`config.mk`:
```
export PLATFORM = sky130hd
export DESIGN_NAME = rbs_serial_sub
export DESIGN_NICKNAME = d
export VERILOG_FILES = /design/src/rtl/rbs_serial_sub.sv
export SDC_FILE = /design/constraint.sdc
export NUM_CORES = 1
export LEC_CHECK = 0
export ABC_AREA = 1
export CAP_MARGIN = 20
export CORE_MARGIN = 2
export CORE_UTILIZATION = 53
export CTS_CLUSTER_SIZE = 8
export DETAILED_ROUTE_END_ITERATION = 16
export GPL_ROUTABILITY_DRIVEN = 0
export GPL_TIMING_DRIVEN = 0
export PLACE_DENSITY = 0.92
export SLEW_MARGIN = 0
export SYNTH_ARGS = -nofsm -noshare
export SYNTH_HDL_FRONTEND = slang
export SYNTH_SLANG_ARGS = --single-unit
```
`constraint.sdc`:
```
create_clock -name clk -period 1.8 [get_ports clk]
set_input_delay 0.36 -clock clk [delete_from_list [all_inputs] [get_ports clk]]
set_output_delay 0.36 -clock clk [all_outputs]
set_load 0.02 [all_outputs]
```
`src/rtl/rbs_serial_sub.sv`:
```
// rbs_serial_sub: bit-serial ripple-borrow subtractor.
//
// Captures a minuend, a subtrahend and a borrow-in on a start strobe. It then
// resolves one difference bit per clock, LSB first, through a single
// full-subtractor cell and a registered borrow. The difference and the
// borrow-out are published together with a one-cycle done pulse.
//
// Ports
//   clk        in   rising-edge clock
//   rst        in   asynchronous, active-high reset
//   start      in   request a subtraction; honoured only when idle
//   a          in   [WIDTH-1:0] minuend, sampled at acceptance
//   b          in   [WIDTH-1:0] subtrahend, sampled at acceptance
//   bin        in   borrow-in, sampled at acceptance
//   busy       out  high while an operation is in flight
//   done       out  one-cycle completion pulse
//   diff       out  [WIDTH-1:0] (a - b - bin) mod 2^WIDTH, held until next completion
//   bout       out  borrow-out, 1 iff a < b + bin, held like diff
//   state_dbg  out  current FSM state (0 = IDLE, 1 = RUN), for observation only
//
// Handshake: start is a request with no backpressure signal of its own. It is
// accepted on a rising edge only while busy is low; a start seen while busy is
// high is dropped. done marks the one cycle in which a new diff/bout appears.
module rbs_serial_sub #(
  parameter int WIDTH = 4
) (
  input  logic             clk,
  input  logic             rst,
  input  logic             start,
  input  logic [WIDTH-1:0] a,
  input  logic [WIDTH-1:0] b,
  input  logic             bin,
  output logic             busy,
  output logic             done,
  output logic [WIDTH-1:0] diff,
  output logic             bout,
  output logic             state_dbg
);

  localparam int CW = $clog2(WIDTH) + 1;
  localparam logic [CW-1:0] LAST_BIT = CW'(WIDTH - 1);

  typedef enum logic {
    IDLE = 1'b0,
    RUN  = 1'b1
  } state_t;

  state_t           state_q;
  logic [WIDTH-1:0] a_q;
  logic [WIDTH-1:0] b_q;
  logic [WIDTH-1:0] res_q;
  logic [WIDTH-1:0] diff_q;
  logic [CW-1:0]    cnt_q;
  logic             br_q;
  logic             bout_q;
  logic             busy_q;
  logic             done_q;

  // Full-subtractor cell on the current LSBs and the running borrow.
  logic             x_bit;
  logic             y_bit;
  logic             d_bit;
  logic             br_d;
  logic [WIDTH-1:0] res_d;

  assign x_bit = a_q[0];
  assign y_bit = b_q[0];
  assign d_bit = x_bit ^ y_bit ^ br_q;
  assign br_d  = (~x_bit & y_bit) | (~x_bit & br_q) | (y_bit & br_q);
  // New bit enters at the MSB so that after WIDTH shifts bit 0 sits at the LSB.
  assign res_d = {d_bit, res_q[WIDTH-1:1]};

  always_ff @(posedge clk or posedge rst) begin
    if (rst) begin
      state_q <= IDLE;
      a_q     <= '0;
      b_q     <= '0;
      res_q   <= '0;
      diff_q  <= '0;
      cnt_q   <= '0;
      br_q    <= 1'b0;
      bout_q  <= 1'b0;
      busy_q  <= 1'b0;
      done_q  <= 1'b0;
    end else begin
      done_q <= 1'b0;
      case (state_q)
        IDLE: begin
          if (start) begin
            a_q     <= a;
            b_q     <= b;
            br_q    <= bin;
            cnt_q   <= '0;
            res_q   <= '0;
            busy_q  <= 1'b1;
            state_q <= RUN;
          end
        end
        RUN: begin
          a_q   <= {1'b0, a_q[WIDTH-1:1]};
          b_q   <= {1'b0, b_q[WIDTH-1:1]};
          br_q  <= br_d;
          res_q <= res_d;
          cnt_q <= cnt_q + CW'(1);
          // Publish only the completed word; diff/bout never show partials.
          if (cnt_q == LAST_BIT) begin
            diff_q  <= res_d;
            bout_q  <= br_d;
            done_q  <= 1'b1;
            busy_q  <= 1'b0;
            state_q <= IDLE;
          end
        end
        default: state_q <= IDLE;
      endcase
    end
  end

  assign busy      = busy_q;
  assign done      = done_q;
  assign diff      = diff_q;
  assign bout      = bout_q;
  assign state_dbg = logic'(state_q);

endmodule
```
==> impl_metrics.tcl <==
set metrics [dict create \
    status "finished clean" \
    cts_tree "yes" \
    ir_drop_mv 0.7282 \
    fillers 135 \
    final_area_mm2 0.001275 \
    rsz0062_at_grt "no" \
    power.total_uw 1973 \
    max_stage_delay_ns 0.60 \
    yosysWarnings 0 \
    crit_path_end "bout" \
    max_cap_violations 0 \
    ys_ff_latch 23 \
    grt.total_usage_pct 18.27 \
    cp_num_buf_inv 1 \
    path_clk_slew_ns 0.13 \
    numCtsBuffers 3 \
    cp_slowest_cell "clkdlybuf4s50_1" \
    numClockSinks 23 \
    dr_total_vias 765 \
    postCtsSetupRepairBufs 0 \
    drive_above_1_share_pct 15.63 \
    syn_nets 121 \
    fin_crit_ns 1.652 \
    worstPathRequired_ns 1.44 \
    clk_path_buf_depth 2 \
    slew_headroom_pct 44.85 \
    avgViaCountPerCell 5.000 \
    wl_per_cell_um 11.60 \
    firstDrtPassIters 4 \
    areaGrowthSynthToFinish_pct 24.12 \
    grt_first_pass_wirelength_um 2884 \
    die_w_um 48.03 \
    dp_cells 149 \
    max_freq_mhz 605.2 \
    avgSynthCellArea_um2 9.783 \
    antenna_found_initial 0 \
    core_area_mm2 0.001783 \
    reg2regPathDepth 6 \
    path_cells "clkdlybuf4s50_1" \
    p_per_area_mw_per_mm2 1547 \
    startpoint "bout" \
    rows 15 \
    startpoint_type "register" \
    drt-initial-drc-count 7 \
    post_dp_cell_area_mm2 0.001249 \
    dieArea_mm2 0.002306 \
    r2r_setup_slack_ns 0.51 \
    finalCritPeriodShare_pct 91.80 \
    ant_nets 0 \
    worst_clock_skew_ns 0.002352 \
    cp.depth 1 \
    antenna_cells 0 \
    power.leakage_uw 0.0006129 \
    setup.worst_path.end_class "primary output" \
    ys_seq_area_share_pct 56.03 \
    worst_pin_slew_ns 0.8264 \
    die_h_um 48.03 \
    hold_class "register to register" \
    h-tree-depth 1 \
    cp_max_fo 2 \
    clk_latency_ns 0.31 \
    final_cells 153 \
    initial_core_util_pct 57.61 \
    path_delay_family "buffers and inverters" \
    nets 145 \
    r2r_start "cnt_q[0]" \
    worstPathArrival_ns 1.29 \
    grt-ovfl-total 0 \
    drc_errors 0 \
    synthCells 105 \
    path_class "register to primary output" \
    setup_violations 0 \
    grt_max_degree 24 \
    r2r-end "bout" \
    cts_root_buffer "clkbuf_4" \
    wirelength_um 1775 \
    grt_pass1_vias 708 \
    setup_tns_ns 0 \
    hold_viol 0 \
    final_max_slew_viol_count 0 \
    ys_types 16 \
    place.port_buffers 19 \
    place_hpwl_um 1286 \
    ios 20 \
    syn_area_mm2 0.001027 \
]
-- per-layer routing --
| layer | wire length, um | GRT usage, % | up-vias |
|---|---|---|---|
| li1 | - | - | 379 |
| met2 | 881 | 33.07 | 29 |
| met1 | 790 | 20.67 | 352 |
| met3 | 81 | 4.528 | 5 |
| met5 | 0 | 0 | - |
| met4 | 23 | 6.486 | 0 |
-- worst min path at each step --
stage             start       end  slack, ns  depth (start not counted)
2_1_floorplan       rst    a_q[0]       0.36                          1
3_3_place_gp     b_q[3]    b_q[3]       0.46                          2
3_5_place_dp   res_q[2]  res_q[2]       0.46                          2
4_1_cts        res_q[2]  res_q[2]       0.49                          2
5_1_grt        res_q[2]  res_q[2]       0.51                          2
6_report       res_q[2]  res_q[2]       0.49                          2
-- cell usage in the layout (no fill, tap or decap) --
master / n
a21boi_0: 1
buf_4: 2
buf_6: 2
clkbuf_4: 3
clkdlybuf4s50_1: 18
clkinv_2: 1
dfrtp_1: 23
dlygate4sd2_1: 1
fa_1: 1
ha_1: 3
inv_1: 5
inv_2: 2
nand2_1: 41
nand2_2: 1
nand3_1: 10
nand3_2: 6
nor2_1: 1
nor2_4: 1
o21ai_0: 4
o21ai_2: 2
-- per-stage QoR --
step / hold slack, ns / utilization (%) / worst slack [ns]
2_1_floorplan: 0.3619 / - / 0.6311
3_3_place_gp: 0.4563 / 70.04 / 0.3507
4_1_cts: 0.4899 / 71.51 / 0.1425
3_5_place_dp: 0.4606 / 70.04 / 0.3441
5_1_grt: 0.5085 / 71.51 / 0.08722
6_report: 0.4933 / 71.51 / 0.1476
-- sequential cells by signal, summed over array words and instances, names as in the netlist, 3 cells and up --
signal and flops:
a_q 4, b_q 4, diff 4, cnt_q 3
res_q 3
-- where the power goes --
group / internal, uW / total, uW / switching, uW
Sequential: 730 / 861 / 130
Combinational: 383 / 871 / 489
Clock: 83.1 / 241 / 158
-- synth_stat cells --
cell type  count  area (um2)
nand2_2        1       6.260
ha_1           3       37.54
a21boi_0       1       7.510
nor2_1         1       3.750
inv_1          5       18.77
o21ai_0        4       20.02
dfrtp_1       23       575.6
nand2_1       41       153.9
nand3_2        6       60.06
fa_1           1       20.02
o21ai_2        2       17.52
buf_6          2       22.52
inv_2          2       7.510
nor2_4         1       11.26
nand3_1       10       50.05
buf_4          2       15.01
-- layout make-up --
type	count	area [um2]	share of cell area, %
plain buffers	4	37.54	2.944
clock buffers	3	22.52	1.766
clock inverters	1	5.005	0.3925
inverters	7	26.28	2.061
multi-input cells	71	387.9	30.42
flip-flops and latches	23	575.6	45.14
well taps	25	31.28	2.453
repair buffers	19	188.9	14.82
-- repair_timing --
| item | 4_1_cts | 5_1_grt |
|---|---|---|
| hold endpoints to repair | 0 | 0 |
| hold buffers | 0 | 0 |
| setup endpoints to repair | 1 | 0 |
| resized for setup | 1 | 0 |
-- kinds of logic (layout without fill, tap and decap cells) --
family,Yosys count,count (layout),synth area share [%]
AO/OA/AOI/OAI,7,7,4.386
adder cells (fa/ha/maj),4,4,5.603
buffers and inverters,11,34,6.212
flip-flops,23,23,56.03
AND/OR/NAND/NOR,60,60,27.77
(Power assumes the default switching activity.)
